--- src/rtl/rom_stream_reader.sv ---
// rom_stream_reader: streams a burst of consecutive ROM words through a small output FIFO.
module rom_stream_reader #(
  parameter int ADDR_WIDTH = 10,
  parameter int DATA_WIDTH = 32,
  parameter int RD_LATENCY = 1,
  parameter int FIFO_DEPTH = 4
) (
  input  logic                  clk,
  input  logic                  rst_n,
  input  logic                  start,
  input  logic                  abort,
  input  logic [ADDR_WIDTH-1:0] base_addr,
  input  logic [ADDR_WIDTH:0]   word_cnt,
  output logic                  busy,
  output logic                  done,
  output logic [ADDR_WIDTH-1:0] rom_addr,
  input  logic [DATA_WIDTH-1:0] rom_rd_data,
  output logic [DATA_WIDTH-1:0] m_data,
  output logic                  m_valid,
  output logic                  m_last,
  input  logic                  m_ready
);
  localparam int PW = $clog2(FIFO_DEPTH);
  localparam int CW = $clog2(FIFO_DEPTH + 1);
  localparam int IW = $clog2(RD_LATENCY + 1);
  typedef enum logic [1:0] {IDLE, RUN, DRAIN, DONE} state_t;
  state_t state, state_nxt;
  logic [ADDR_WIDTH-1:0] nxt_addr;
  logic [ADDR_WIDTH:0] iss_left;
  logic [RD_LATENCY-1:0] pipe_vld, pipe_last;
  logic [DATA_WIDTH:0] mem [FIFO_DEPTH];
  logic [DATA_WIDTH:0] head;
  logic [PW-1:0] wr_ptr, rd_ptr;
  logic [CW-1:0] count;
  logic [IW-1:0] in_flight;
  logic issue, push, pop, flush, drain_done;
  always_comb begin
    in_flight = '0;
    for (int i = 0; i < RD_LATENCY; i++) in_flight = in_flight + IW'(pipe_vld[i]);
  end
  // Reads are only issued when their data is guaranteed a FIFO slot, so the FIFO never overflows.
  assign issue = state == RUN && !abort && (int'(count) + int'(in_flight) < FIFO_DEPTH);
  assign flush = abort && (state == RUN || state == DRAIN);
  assign push = pipe_vld[RD_LATENCY-1];
  assign pop = m_valid && m_ready;
  assign drain_done = in_flight == '0 && (count == '0 || (count == CW'(1) && pop));
  assign head = mem[rd_ptr];
  assign m_valid = count != '0;
  assign m_data = m_valid ? head[DATA_WIDTH-1:0] : '0;
  assign m_last = m_valid && head[DATA_WIDTH];
  assign busy = state != IDLE;
  assign done = state == DONE;
  always_comb begin
    state_nxt = state;
    case (state)
      IDLE:    state_nxt = start ? (word_cnt == '0 ? DONE : RUN) : IDLE;
      RUN:     state_nxt = abort ? IDLE : (issue && iss_left == (ADDR_WIDTH+1)'(1)) ? DRAIN : RUN;
      DRAIN:   state_nxt = abort ? IDLE : drain_done ? DONE : DRAIN;
      default: state_nxt = IDLE;
    endcase
  end
  always_ff @(posedge clk or negedge rst_n)
    if (!rst_n) state <= IDLE;
    else state <= state_nxt;
  always_ff @(posedge clk or negedge rst_n)
    if (!rst_n) begin
      rom_addr <= '0;
      nxt_addr <= '0;
      iss_left <= '0;
      pipe_vld <= '0;
      pipe_last <= '0;
      wr_ptr <= '0;
      rd_ptr <= '0;
      count <= '0;
    end else begin
      if (state == IDLE && start) begin
        nxt_addr <= base_addr;
        iss_left <= word_cnt;
      end
      if (issue) begin
        rom_addr <= nxt_addr;
        nxt_addr <= nxt_addr + ADDR_WIDTH'(1);
        iss_left <= iss_left - (ADDR_WIDTH+1)'(1);
      end
      pipe_vld[0] <= issue;
      pipe_last[0] <= issue && iss_left == (ADDR_WIDTH+1)'(1);
      for (int i = 1; i < RD_LATENCY; i++) begin
        pipe_vld[i] <= pipe_vld[i-1];
        pipe_last[i] <= pipe_last[i-1];
      end
      if (flush) begin
        pipe_vld <= '0;
        pipe_last <= '0;
        wr_ptr <= '0;
        rd_ptr <= '0;
        count <= '0;
      end else begin
        if (push) wr_ptr <= wr_ptr == PW'(FIFO_DEPTH - 1) ? '0 : wr_ptr + PW'(1);
        if (pop) rd_ptr <= rd_ptr == PW'(FIFO_DEPTH - 1) ? '0 : rd_ptr + PW'(1);
        count <= count + CW'(push) - CW'(pop);
      end
    end
  always_ff @(posedge clk)
    if (push) mem[wr_ptr] <= {pipe_last[RD_LATENCY-1], rom_rd_data};
endmodule

--- config.mk ---
export PLATFORM = sky130hd
export DESIGN_NAME = rom_stream_reader
export DESIGN_NICKNAME = d
export VERILOG_FILES = /design/src/rtl/rom_stream_reader.sv
export SDC_FILE = /design/constraint.sdc
export NUM_CORES = 1
export LEC_CHECK = 0
export CAP_MARGIN = 0
export CORE_MARGIN = 2
export CORE_UTILIZATION = 55
export DETAILED_ROUTE_END_ITERATION = 10
export GPL_TIMING_DRIVEN = 0
export PLACE_DENSITY = 0.8
export SYNTH_ARGS = -nofsm -noshare
export SYNTH_HDL_FRONTEND = slang
export SYNTH_SLANG_ARGS = --single-unit
--- constraint.sdc ---
create_clock -name clk -period 5.9 [get_ports clk]
set_input_delay 0.885 -clock clk [delete_from_list [all_inputs] [get_ports clk]]
set_output_delay 0.885 -clock clk [all_outputs]
set_load 0.03 [all_outputs]
Word level (Yosys, flattened, before mapping)
Memory sizes are Yosys's and may differ from the RTL's.
Index checks and enable logic that the tools add are counted.

cells by class
  reductions and logical operators = 20
  bitwise logic cells = 1
  muxes and demuxes = 23
  equality and inequality tests = 7
  order comparisons = 1
  add/subtract/negate cells = 7

operators with widths
  kind                                                         count
  2-to-1 mux 32 bit                                            1
  2-to-1 mux 11 bit                                            2
  2-to-1 mux 2 bit                                             11
  2-to-1 mux 10 bit                                            2
  equality test 11 x 1 -> 1 bit (second input constant)        1
  logical NOT 11 bit                                           1
  subtractor 11 x 1 -> 11 bit (second input constant)          1
  adder 10 x 1 -> 10 bit (second input constant)               1
  logical AND 1 bit                                            9
  equality test 2 bit (second input constant)                  4
  nonzero test 2 bit                                           4
  one-hot mux 2 bit (3 select lines)                           1
  2-to-1 mux 1 bit                                             5
  adder 2 x 1 -> 2 bit (second input constant)                 2
  adder 3 x 1 -> 4 bit                                         1
  less-than comparator 4 x 3 -> 1 bit (second input constant)  1
  adder 3 x 1 -> 3 bit                                         1
  equality test 3 x 1 -> 1 bit (second input constant)         1
  logical NOT 3 bit                                            1
  2-to-1 mux 3 bit                                             1
  nonzero test 3 bit                                           1
  subtractor 3 x 1 -> 3 bit                                    1
  equality test 2 x 1 -> 1 bit (second input constant)         1
  logical NOT 2 bit                                            1
  3 further kinds                                              4

word-level totals
  output and inout port bits = 46
  memories kept = 1
  word-level logic and storage cells = 69
  register bits = 42
  input bits = 58
  RAM bits = 132

memories
  memory  words  width  rd ports  clocked after memory_dff  write ports  line  source
  mem     4      33     1         0                         1            31    logic [DATA_WIDTH:0] mem [FIFO_DEPTH];

Longest topological paths before layout
  depth in word-level cells = 8
  gate-level depth with buffers = 11
  gate-level depth less buffers = 10

Worst setup path before layout
Ideal clock, no wire load.

  path type = reg2out
  start point = register rd_ptr[0]
  end point = output m_data[10]
  stages on the path, launching flop included = 5
  setup slack = 3.388 ns
  required time = 5.015 ns
  path buffers = 2
  data arrival time = 1.627 ns
  cell sequence = dfrtp_1 buf_2 buf_2 mux4_2 and2_1

between the ends
  cells in the longest elaborated chain, start to end = 2

RTL lines
  what                      line  source
  start: declaration        33    logic [PW-1:0] wr_ptr, rd_ptr;
  start signal: assignment  99    if (pop) rd_ptr <= rd_ptr == PW'(FIFO_DEPTH - 1) ? '0 : rd_ptr + PW'(1);
  memory (4 x 33 bit)       n/a
  2-to-1 mux 32 bit         49    assign m_data = m_valid ? head[DATA_WIDTH-1:0] : '0;
  end: declaration          18    output logic [DATA_WIDTH-1:0] m_data,

Every way passes these cells.

Worst setup path in the final report
  start point = register rd_ptr[1]
  end point = output m_data[15]

The elaborated chain is that of the path after synthesis.

==> metrics.txt <==
Crit Path Class flop to primary output; worst vdd ir 0.300 mV; LEAKAGE 3.31 nW; Starting Density 55.9%; cts hold-fix bufs 0; post-route cell area 9230 um2; pin count of the biggest net entering global routing 42; initial antenna violation count 0; Seq/Total Area, Yosys 68.3%; Power Total 4.45 mW; Root Driver clkbuf_16; number of global-route vias before repair 4,712; Synth cell types 46; global-route wire length before repair 23,600 um; antenna cells 0; number of synthesized flops with an enable pin 132; CTS tree built; area leader, netlist edfxtp_1; Clk Latency, worst-skew pair 420 ps; Final Max Slew Viols 0; ys async rst share 24.1%; GP Congestion 0.874; status complete, no violations; DR vias/cell 5.70; clk sink count 174; YS warnings 0; syn avg cell area 15.6 um2; routed wire length 14,500 um; share of post-route cells with drive strength above 1 15.0%; Die Width 120 um; Setup crit start kind flop; Nets 668; gate count of the mapped netlist 471; placed inst area 8610 um2; Slew @ Worst Pin 895 ps; Avg WL per Cell 18.6 um; Tmin final 3740 ps; num rows 42; Num CTS Buffers 17; crit end category primary output; share of the synthesized area in the top cell type 54.0%; Setup Skew 9.50 ps; Synth Flop Type edfxtp_1; post-synthesis net count 545; 1st-iter DRT viols 299; Top Ports 104; Worst Path Required 5020 ps; clk slew on worst S/H paths 60 ps; Slew headroom 40.4%; total vias in the final route 4,464; post-CTS sizing 0; CTS Buffer Depth 2; core box area 13,100 um2; total of max-cap violations 0; Setup Fix Bufs, Post-CTS 0; synth top area cells edfxtp_1 54%, dfrtp_1 14%, mux4_2 10%; Post-route DRC 0; H-tree depth reported by CTS 4; Fmax 267 MHz; Post-Syn Area 7340 um2; arrival time worst endpoint 2860 ps; Synth-to-Final Area Change 25.8%; port bufs 103; dpl hpwl 9450 um; Critical Path Fanout Max 10; final-report setup violation count 0; gr usage total 21.7%; RSZ-0062 raised after global routing no; Setup TNS 0 ps; pwr dens 482 nW/um2; Yosys reg bits 174; Tightest Hold Check Type primary input to async pin; Routed Antenna Nets 0; DIE HEIGHT 120 um; TritonRoute pass-1 iters 5; R2R Setup Slk 3350 ps; period utilisation layout 63.4%; final hold viol count 0; global route overflow 0; Die ar. 14,300 um2
-- flip-flops by register name, indices dropped and copies added, names as in the netlist --
register and count:
count 3, iss_left 11, mem 132, nxt_addr 10, pipe_last 1, pipe_vld 1
rd_ptr 2, rom_addr 10, state 2, wr_ptr 2
-- final timing paths --
path	from	endpoint	depth (start not counted)
worst max register to register	count[1]	count[2]	11
worst min-delay path	rst_n	rom_addr[9]	1
worst min register to register	rom_addr[4]	rom_addr[4]	2
worst max-delay path	rd_ptr[1]	m_data[15]	5
max in group asynchronous	rst_n	count[1]	2
min in group clk	rom_addr[4]	rom_addr[4]	2
-- report_power, final --
group / internal, mW / leakage [nW] / switching (mW)
logic: 0.745 / 1.30 / 0.911
clock network: 0.696 / 0.301 / 0.444
registers: 1.51 / 1.70 / 0.146
total: 2.95 / 3.31 / 1.50
-- layout make-up --
class / count / area (um2)
tap: 176 / 220
timing repair buffer: 104 / 1050
sequential: 174 / 5010
buffer: 22 / 116
multi-input combinational: 259 / 2150
clock inverter: 5 / 66.3
fill: 855 / 3900
inverter: 16 / 60.1
clock buffer: 27 / 557
-- Yosys cell counts, types with 3 or more instances --
master	instances
edfxtp_1	132
nand2_1	48
dfrtp_1	42
and2_1	39
mux4_2	33
nor2_1	24
a21oi_1	17
ha_1	15
inv_1	15
clkbuf_1	10
buf_2	9
nor3_1	9
o21ai_0	8
nand3_1	7
and3_1	5
a211oi_1	4
nand2b_1	4
o211ai_1	4
o22ai_1	4
a311oi_2	3
buf_6	3
mux2i_1	3
nor4_1	3
-- kinds of logic after synthesis --
group | after synthesis | share of synthesized area [%]
AND/OR/NAND/NOR | 154 | 10.8
multiplexers | 36 | 10.5
adder cells (fa/ha/maj) | 16 | 2.83
AO/OA/AOI/OAI | 52 | 4.94
flip-flops | 174 | 68.3
buffers and inverters | 38 | 2.40
XOR/XNOR | 1 | 0.119
-- metal layers --
metal	vias to the layer above	global-route usage (%)	wire (um)	share of wire (%)
met5	-	0	0	0
met4	0	8.90	270	1.9
met3	27	5.51	900	6.2
met2	179	36.3	7420	51
met1	2231	27.3	5940	41
li1	2027	-	-	-
-- critical path: stages, from the launching register on --
cell	delay, ps
dfrtp_1	360
clkbuf_1	330
clkbuf_1	550
mux4_2	420
and2_1	170
clkdlybuf4s50_1	590
-- metrics by stage --
step	cells	hold slack (ps)	setup WS, ps	utilization [%]
floorplan	471	448	3390	-
global placement	750	467	2650	65.4
detailed placement	751	463	2610	65.5
CTS	783	226	2130	70.3
global route	783	227	2050	70.3
finish	783	247	2160	70.3
-- layout by cell type (no fill, tap or decap), drive strengths merged, types with 2 or more instances in the layout --
master / count
clkbuf: 37
a31oi: 3
clkinv: 2
or3: 2
o31ai: 2
mux4: 33
nand4: 2
nand3: 7
and2: 40
dfrtp: 42
clkdlybuf4s50: 102
nor4: 4
mux2i: 3
edfxtp: 132
a211oi: 4
o22ai: 4
and3: 5
o211ai: 5
o21ai: 10
nor3: 10
ha: 15
a311oi: 3
inv: 17
nor2: 26
nand2: 48
nand2b: 4
nor2b: 2
a21oi: 17
buf: 14
Note: power is estimated with default switching activity, not from simulation.
